File: config.mk
export PLATFORM = sky130hd
export DESIGN_NAME = instr_fetch_ctrl
export DESIGN_NICKNAME = d
export VERILOG_FILES = /design/src/rtl/instr_fetch_ctrl.sv
export SDC_FILE = /design/constraint.sdc
export NUM_CORES = 1
export LEC_CHECK = 0
export ABC_AREA = 1
export BUFFER_PORTS_ARGS = -buffer_cell sky130_fd_sc_hd__buf_2
export CAP_MARGIN = 20
export CORE_UTILIZATION = 30
export CTS_BUF_LIST = sky130_fd_sc_hd__clkbuf_4 sky130_fd_sc_hd__clkbuf_8
export CTS_CLUSTER_DIAMETER = 50
export CTS_CLUSTER_SIZE = 24
export DETAILED_ROUTE_END_ITERATION = 10
export GPL_ROUTABILITY_DRIVEN = 0
export PLACE_DENSITY = 0.5
export SLEW_MARGIN = 10
export SYNTH_ARGS = -nofsm -noshare
export SYNTH_HDL_FRONTEND = slang
export SYNTH_SLANG_ARGS = --single-unit
File: constraint.sdc
create_clock -name clk -period 5.13 [get_ports clk]
set_input_delay 0.7695 -clock clk [delete_from_list [all_inputs] [get_ports clk]]
set_output_delay 0.7695 -clock clk [all_outputs]
set_load 0.01 [all_outputs]
File: src/rtl/instr_fetch_ctrl.sv
// Instruction fetch sequencer: one outstanding word read, PC-tagged FIFO, decoder handshake.
// Optional INSTR_FETCH_PREDECODE_EN follows absolute JUMP words when advancing fetch_pc.
module instr_fetch_ctrl #(
  parameter int unsigned DEPTH    = 4,
  parameter logic [31:0] RESET_PC = 32'd0
) (
  input  logic        clk,
  input  logic        reset,
  input  logic        redirect,
  input  logic [31:0] redirect_addr,
  output logic        bus_start,
  output logic [31:0] bus_addr,
  input  logic        bus_done,
  input  logic [31:0] bus_q,
  output logic [31:0] instr,
  output logic [31:0] instr_pc,
  output logic        instr_valid,
  input  logic        instr_ready
);

  localparam int unsigned PW = (DEPTH > 1) ? $clog2(DEPTH) : 1;
  localparam logic [PW:0] FULL = (PW + 1)'(DEPTH);

  typedef enum logic [1:0] {
    IDLE,
    REQ,
    DISCARD
  } state_t;

  state_t        state, state_nx;
  logic [31:0]   mem_w  [DEPTH];
  logic [31:0]   mem_pc [DEPTH];
  logic [PW-1:0] rd_ptr, wr_ptr;
  logic [PW:0]   count;
  logic [31:0]   fetch_pc, fetch_pc_nx, seq_pc;
  logic          issue, push, pop;

  always_comb begin
    state_nx = state;
    issue    = 1'b0;
    push     = 1'b0;
    case (state)
      IDLE: begin
        if ((count < FULL) && !redirect) begin
          issue    = 1'b1;
          state_nx = REQ;
        end
      end
      REQ: begin
        if (bus_done) begin
          push     = !redirect;
          state_nx = IDLE;
        end else if (redirect) begin
          state_nx = DISCARD;
        end
      end
      DISCARD: begin
        if (bus_done) state_nx = IDLE;
      end
      default: state_nx = IDLE;
    endcase
  end

  assign pop = (count != '0) && instr_ready;

`ifdef INSTR_FETCH_PREDECODE_EN
  // Absolute JUMP (opcode 1001, bit0 clear) redirects sequential fetch to its target early.
  always_comb begin
    seq_pc = fetch_pc + 32'd1;
    if ((bus_q[31:28] == 4'b1001) && !bus_q[0]) seq_pc = {5'd0, bus_q[27:1]};
  end
`else
  assign seq_pc = fetch_pc + 32'd1;
`endif

  always_comb begin
    fetch_pc_nx = fetch_pc;
    if (redirect)  fetch_pc_nx = redirect_addr;
    else if (push) fetch_pc_nx = seq_pc;
  end

  always_ff @(posedge clk) begin
    if (reset) begin
      state     <= IDLE;
      bus_start <= 1'b0;
      bus_addr  <= '0;
      fetch_pc  <= RESET_PC;
      rd_ptr    <= '0;
      wr_ptr    <= '0;
      count     <= '0;
    end else begin
      state     <= state_nx;
      bus_start <= issue;
      if (issue) bus_addr <= fetch_pc;
      fetch_pc  <= fetch_pc_nx;
      if (redirect) begin
        rd_ptr <= '0;
        wr_ptr <= '0;
        count  <= '0;
      end else begin
        if (push) wr_ptr <= wr_ptr + 1'b1;
        if (pop)  rd_ptr <= rd_ptr + 1'b1;
        case ({push, pop})
          2'b10:   count <= count + 1'b1;
          2'b01:   count <= count - 1'b1;
          default: count <= count;
        endcase
      end
    end
  end

  // Storage needs no reset: reads are masked while count is zero.
  always_ff @(posedge clk) begin
    if (push) begin
      mem_w[wr_ptr]  <= bus_q;
      mem_pc[wr_ptr] <= bus_addr;
    end
  end

  assign instr_valid = (count != '0);
  assign instr       = instr_valid ? mem_w[rd_ptr]  : '0;
  assign instr_pc    = instr_valid ? mem_pc[rd_ptr] : '0;

endmodule

==> metrics, run 1 <==
# Post-CTS Setup Buffers 0; RSZ-0062 raised after global routing no; status complete, no violations; Crit Path Max Fanout 88; P_leak 5.894 nW; max-slew violation count 0; final design utilization 35.93%; Slowest cell on crit path dfxtp_4; DRT Pass-1 Iters 5; crit path capture type output port; fin cells 2092; Synth Area in Adders 0.6945%; final WL 36.67 mm; largest family of logic cells by synthesized area simple AND/OR/NAND/NOR gates; Clock Sinks 332; area share of and/or/nand/nor cells after synthesis 14.80%; Slew @ Worst Pin 1007 ps; CP required 4360 ps; crit-path max cell delay 630 ps; post-synth cell types 35; CP Launch Type flop; crit-path cells clkinv_2 -> buf_4 -> o21ai_0 -> a21oi_1 -> buf_2; worst setup path endpoint instr_pc[8]; area leader, netlist edfxtp_1; residual DRC count 0; total power divided by cell area 332.8 mW/mm2; Setup Skew 23.36 ps; Vias 9747; Root Driver clkbuf_8; Reg2Reg Setup Slack 2290 ps; Clock transition at path regs 80 ps; first-iteration detailed-routing DRC count 552; placed cell area 0.01511 mm2; CP Depth 5; worst-skew pair later-pin latency 600 ps; cell area after layout 0.01603 mm2; grt total ovfl 0; final hold vios 0; WL/cell 17.53 um; post-synthesis sequential area ratio 67.26%; R2R Path End mem_pc[3][22]; HPWL after DPL 22.11 mm; synthesized area 0.01369 mm2; total power draw 5.334 mW; die area 0.04650 mm2; share of post-route cells with drive strength above 1 19.00%; largest net degree at the start of global routing 95; Slew HR 32.76%; CP delay by family, top buffers and inverters; Worst R2R Path Depth 5; nets 1547; Compound-Gate Fraction of Synth Area 12.26%; synthesized instance count 1320; area share of the largest cell type after synthesis 56.15%; Syn Nets 1396; Clock Tree Buf Depth 3; remaining antenna violation count 0; WS Path Type flop to output port; Multi-input gate area 0.003914 mm2; TNS Setup 0 ps; Worst EP arrival 3120 ps; Die Y 215.6 um; xor/xnor cell area share of the yosys netlist 0.5666%; commonest non-fill, non-tap cell in the layout nor2_1; YS warnings 0; Filler cells 4487; Die X 215.6 um; Initial Util 30.69%; Setup WS post-layout 1242 ps; first-pass GRT wire length 55.57 mm; WP buf/inv 3; commonest non-fill, non-tap cells in the layout nor2_1, edfxtp_1, o21ai_0, buf_2, a21oi_1; total track usage 15.60%; area grow syn2layout 17.07%; number of global-route vias before repair 9396; hold slack 394.4 ps; register cell area after layout 0.009214 mm2; CTS tree done; worst r2r src state[0]; Seq cells post-synth 332; initial antenna violation count 0; mux contribution to synthesized area 0%; Worst VDD drop 0.1526 mV; post-CTS sizing 0; minimum clock period 3888 ps; synth top area cells edfxtp_1, dfxtp_1, nor2_1; Setup WS pre-CTS 1809 ps; Core Box Area 0.04461 mm2; Port Buffers 166; Site Rows 77; Final setup viols 0; CTS Buf Count 39; HP Class primary input to flop; antenna cell count 0; Max-cap violations 0; cts hold-fix bufs 0; fmax 257.2 MHz; Post-Place Cells 2020; via/cell ratio 4.659; final period utilization 75.79%; Syn Area/Cell 10.37 um2; H-tree depth 2; Top Ports 167
[power breakdown]
group          total [mW]  switching [mW]  internal, mW
registers            3.01          0.0672          2.95
clock network        2.09            1.07          1.01
logic               0.234           0.153        0.0804
[state kept, by name, indices dropped and copies added, names as in the netlist, named ones only]
register	flops
mem_w	128
state	2
fetch_pc	32
bus_addr	32
mem_pc	128
count	3
wr_ptr	2
bus_start	1
rd_ptr	2
[cell type report]
type	count	share of cell area, %
clock buffers	43	3.614
clock inverters	27	1.920
inverters	79	1.858
multi-input cells	838	24.42
flip-flops and latches	332	57.48
well taps	592	4.621
repair buffers	181	6.089
[metal layers]
metal / part of all wire [%] / global-route usage (%) / vias up
li1: - / - / 4827
met1: 47 / 21.45 / 4651
met2: 46 / 24.95 / 228
met3: 4.7 / 2.678 / 41
met4: 1.9 / 4.941 / 0
met5: 0 / 0 / -
[worst reg2reg max path, stage by stage, from the launching register on]
cell	delay, ps
dfxtp_1	410
nand3_2	280
nor2_4	490
inv_2	280
nor2_4	660
buf_12	370
[worst min-delay path by stage]
stage                         to  depth (start not counted)      start  slack (ps)
floorplan                   flop                          2  rd_ptr[1]         440
global placement            flop                          2  rd_ptr[1]         450
detailed placement          flop                          2  rd_ptr[1]         460
CTS                 mem_w[1][18]                          1  bus_q[18]         330
global route        mem_w[1][18]                          1  bus_q[18]         340
finish              mem_w[1][18]                          1  bus_q[18]         390
[cells by family (layout without fill, tap and decap cells)]
family / count (synthesis) / in the layout
AO/OA/AOI/OAI: 328 / 328
XOR/XNOR: 8 / 8
AND/OR/NAND/NOR: 495 / 495
adder cells (fa/ha/maj): 7 / 7
buffers and inverters: 150 / 330
flip-flops: 332 / 332
[cell usage after synthesis, drive strengths merged]
| master | instances |
|---|---|
| ha | 6 |
| nand4 | 3 |
| inv | 79 |
| clkbuf | 30 |
| dfxtp | 76 |
| o21ai | 190 |
| nand2 | 112 |
| edfxtp | 256 |
| nand3 | 41 |
| a22oi | 5 |
| xnor2 | 3 |
| a21oi | 128 |
| nor3 | 9 |
| buf | 41 |
| fa | 1 |
| a31oi | 3 |
| a22o | 1 |
| nor2 | 330 |
| o21a | 1 |
| xor2 | 5 |
No activity file was read; power rests on OpenSTA's default activity.
==> run 2, diff against run 1 <==
--- a/config.mk
+++ b/config.mk
@@ -14,7 +14,7 @@
 export CTS_CLUSTER_SIZE = 24
 export DETAILED_ROUTE_END_ITERATION = 10
 export GPL_ROUTABILITY_DRIVEN = 0
-export PLACE_DENSITY = 0.5
+export PLACE_DENSITY = 0.51
 export SLEW_MARGIN = 10
 export SYNTH_ARGS = -nofsm -noshare
 export SYNTH_HDL_FRONTEND = slang
==> constraint.sdc (replaced) <==
create_clock -name clk -period 3.5 [get_ports clk]
set_input_delay 0.525 -clock clk [delete_from_list [all_inputs] [get_ports clk]]
set_output_delay 0.525 -clock clk [all_outputs]
set_load 0.01 [all_outputs]
==> run 2 against run 1 <==
Net effect: worst setup slack lost 770 ps; global-route usage grew 0.12 points; worst hold slack lost 250 ps; clock power grew 40%; sequential cell count is the same; critical path depth grew 1; die area is the same; utilization grew 0.13 points; register-to-register slack lost 980 ps; via count grew 1.2%; clock skew is essentially flat; count of clock-buffer cells in the layout is the same; critical endpoint is now instr_pc[16].
==> metrics, run 2 (synthesized netlist as in run 1, its figures left out) <==
HP Class primary input to flop (unchanged); # Post-CTS Setup Buffers 0 (unchanged); crit-path max cell delay 690 ps (was 630 ps); CTS tree done (unchanged); Clock Tree Buf Depth 3 (unchanged); crit path capture type output port (unchanged); Worst EP arrival 2500 ps (was 3120 ps); status complete, no violations (unchanged); crit-path cells buf_4 -> nor2_1 -> nor2_1 -> o21ai_0 -> a21oi_1 -> buf_2 (was clkinv_2 -> buf_4 -> o21ai_0 -> a21oi_1 -> buf_2); Port Buffers 166 (unchanged); post-CTS sizing 0 (unchanged); Filler cells 4470 (was 4487); via/cell ratio 4.694 (was 4.659); Multi-input gate area 0.003914 mm2 (unchanged); Slew HR 37.03% (was 32.76%); hold slack 141.2 ps (was 394.4 ps); busiest grt layer met2 (unchanged); cts hold-fix bufs 0 (unchanged); Setup Skew 23.79 ps (was 23.36 ps); commonest non-fill, non-tap cells in the layout nor2_1, edfxtp_1, o21ai_0, buf_2, a21oi_1 (unchanged); most common cell type on the critical path nor2_1; area grow syn2layout 17.50% (was 17.07%); H-tree depth 2 (unchanged); cell area after layout 0.01609 mm2 (was 0.01603 mm2); fmax 330.3 MHz; Clock transition at path regs 100 ps (was 80 ps); die area 0.04650 mm2 (unchanged); register cell area after layout 0.009214 mm2 (unchanged); Final setup viols 0 (unchanged); P_leak 5.939 nW (was 5.894 nW); largest net degree at the start of global routing 89 (was 95); CP required 2970 ps (was 4360 ps); Largest regs mem_pc (128), mem_w (128) (unchanged); residual DRC count 0 (unchanged); final design utilization 36.07% (was 35.93%); Die Y 215.6 um (unchanged); Max-cap violations 0 (unchanged); first-iteration detailed-routing DRC count 743 (was 552); share of post-route cells with drive strength above 1 19.68% (was 19.00%); number of global-route vias before repair 9312 (was 9396); final hold vios 0 (unchanged); total power divided by cell area 479.0 mW/mm2 (was 332.8 mW/mm2); Vias 9866 (was 9747); minimum clock period 3027 ps; WS Path Type flop to output port (unchanged); Slowest cell on crit path dfxtp_4 (unchanged); grt total ovfl 0 (unchanged); Die X 215.6 um (unchanged); HPWL after DPL 22.65 mm (was 22.11 mm); Root Driver clkbuf_8 (unchanged); RSZ-0062 raised after global routing no (unchanged); Crit Path Max Fanout 43 (was 88); global routing usage on met3 3.171% (was 2.678%); Core Box Area 0.04461 mm2 (unchanged); max-slew violation count 0 (unchanged); initial antenna violation count 0 (unchanged); met2 Use GR 24.53% (was 24.95%); nets 1557 (was 1547); total track usage 15.72% (was 15.60%); final WL 36.85 mm (was 36.67 mm); CTS Buf Count 38 (was 39); DRT Pass-1 Iters 5 (unchanged); Slew @ Worst Pin 944.6 ps (was 1007 ps); Clock Sinks 332 (unchanged); commonest non-fill, non-tap cell in the layout nor2_1 (unchanged); Initial Util 30.69% (unchanged); Site Rows 77 (unchanged); final period utilization 86.49%; grt met1 use 22.08% (was 21.45%); Top Ports 167 (unchanged); worst-skew pair later-pin latency 600 ps (about the same); Worst VDD drop 0.2489 mV (was 0.1526 mV); first-pass GRT wire length 55.78 mm (was 55.57 mm); CP Launch Type flop (unchanged); placed cell area 0.01521 mm2 (was 0.01511 mm2); remaining antenna violation count 0 (unchanged); WL/cell 17.53 um (about the same)
-- run 2: cell count changes in the layout (fill, tap and decap cells not counted), moves of 2 or more --
cell        before  now
clkinv_8         2    4
inv_8            5    3
inv_6            2    4
clkinv_1         4    1
buf_4           12   23
bufinv_16        4    2
clkinvlp_4       2    4
clkinvlp_2       2    0
-- run 2: where the power goes --
part,switching [mW],internal (mW),leakage [nW]
clock,1.59,1.34,0.424
combinational,0.231,0.127,2.60
sequential,0.0988,4.32,2.91
total,1.92,5.78,5.94
-- run 2: stage by stage --
stage	power, mW	setup TNS (ps)	setup WS (ps)	std cells
floorplan	4.660	-189490	-740.2	1320
global placement	4.861	0	925.6	2032
detailed placement	4.868	0	967.3	2032
CTS	7.828	0	369.8	2100
global route	8.008	0	261.7	2101
finish	7.706	0	472.7	2102
-- run 2: final timing paths --
kind / from / end / slack, ps / cells past startpoint
worst min-delay path: bus_q[8] / mem_w[1][8] / 140 / 1
worst max-delay path: flop / instr_pc[16] / 470 / 6
worst min register to register: rd_ptr[1] / rd_ptr[1] / 480 / 2
worst max register to register: state[1] / count[2] / 1310 / 11
-- run 2: critical path: cells and delay by family, from the launching register on --
family	cells	cell delay (ps)
and+or+nand+nor	2	180
AOI/OAI and AO/OA	2	390
buffers and inverters	2	630
DFF	1	690
-- run 2: area by class of cell --
class                   count  share of cell area [%]
diodes                      1                 0.01555
clock buffers              43                   3.562
clock inverters            25                   1.711
inverters                  79                   1.851
multi-input cells         838                   24.33
flip-flops and latches    332                   57.27
well taps                 592                   4.604
repair buffers            192                   6.657
-- run 2: metal layers --
layer  vias to the layer above  share of wire, %
li1                       4848                 -
met4                         0               2.0
met5                         -                 0
met3                        48               5.5
met2                       249                45
met1                      4721                47
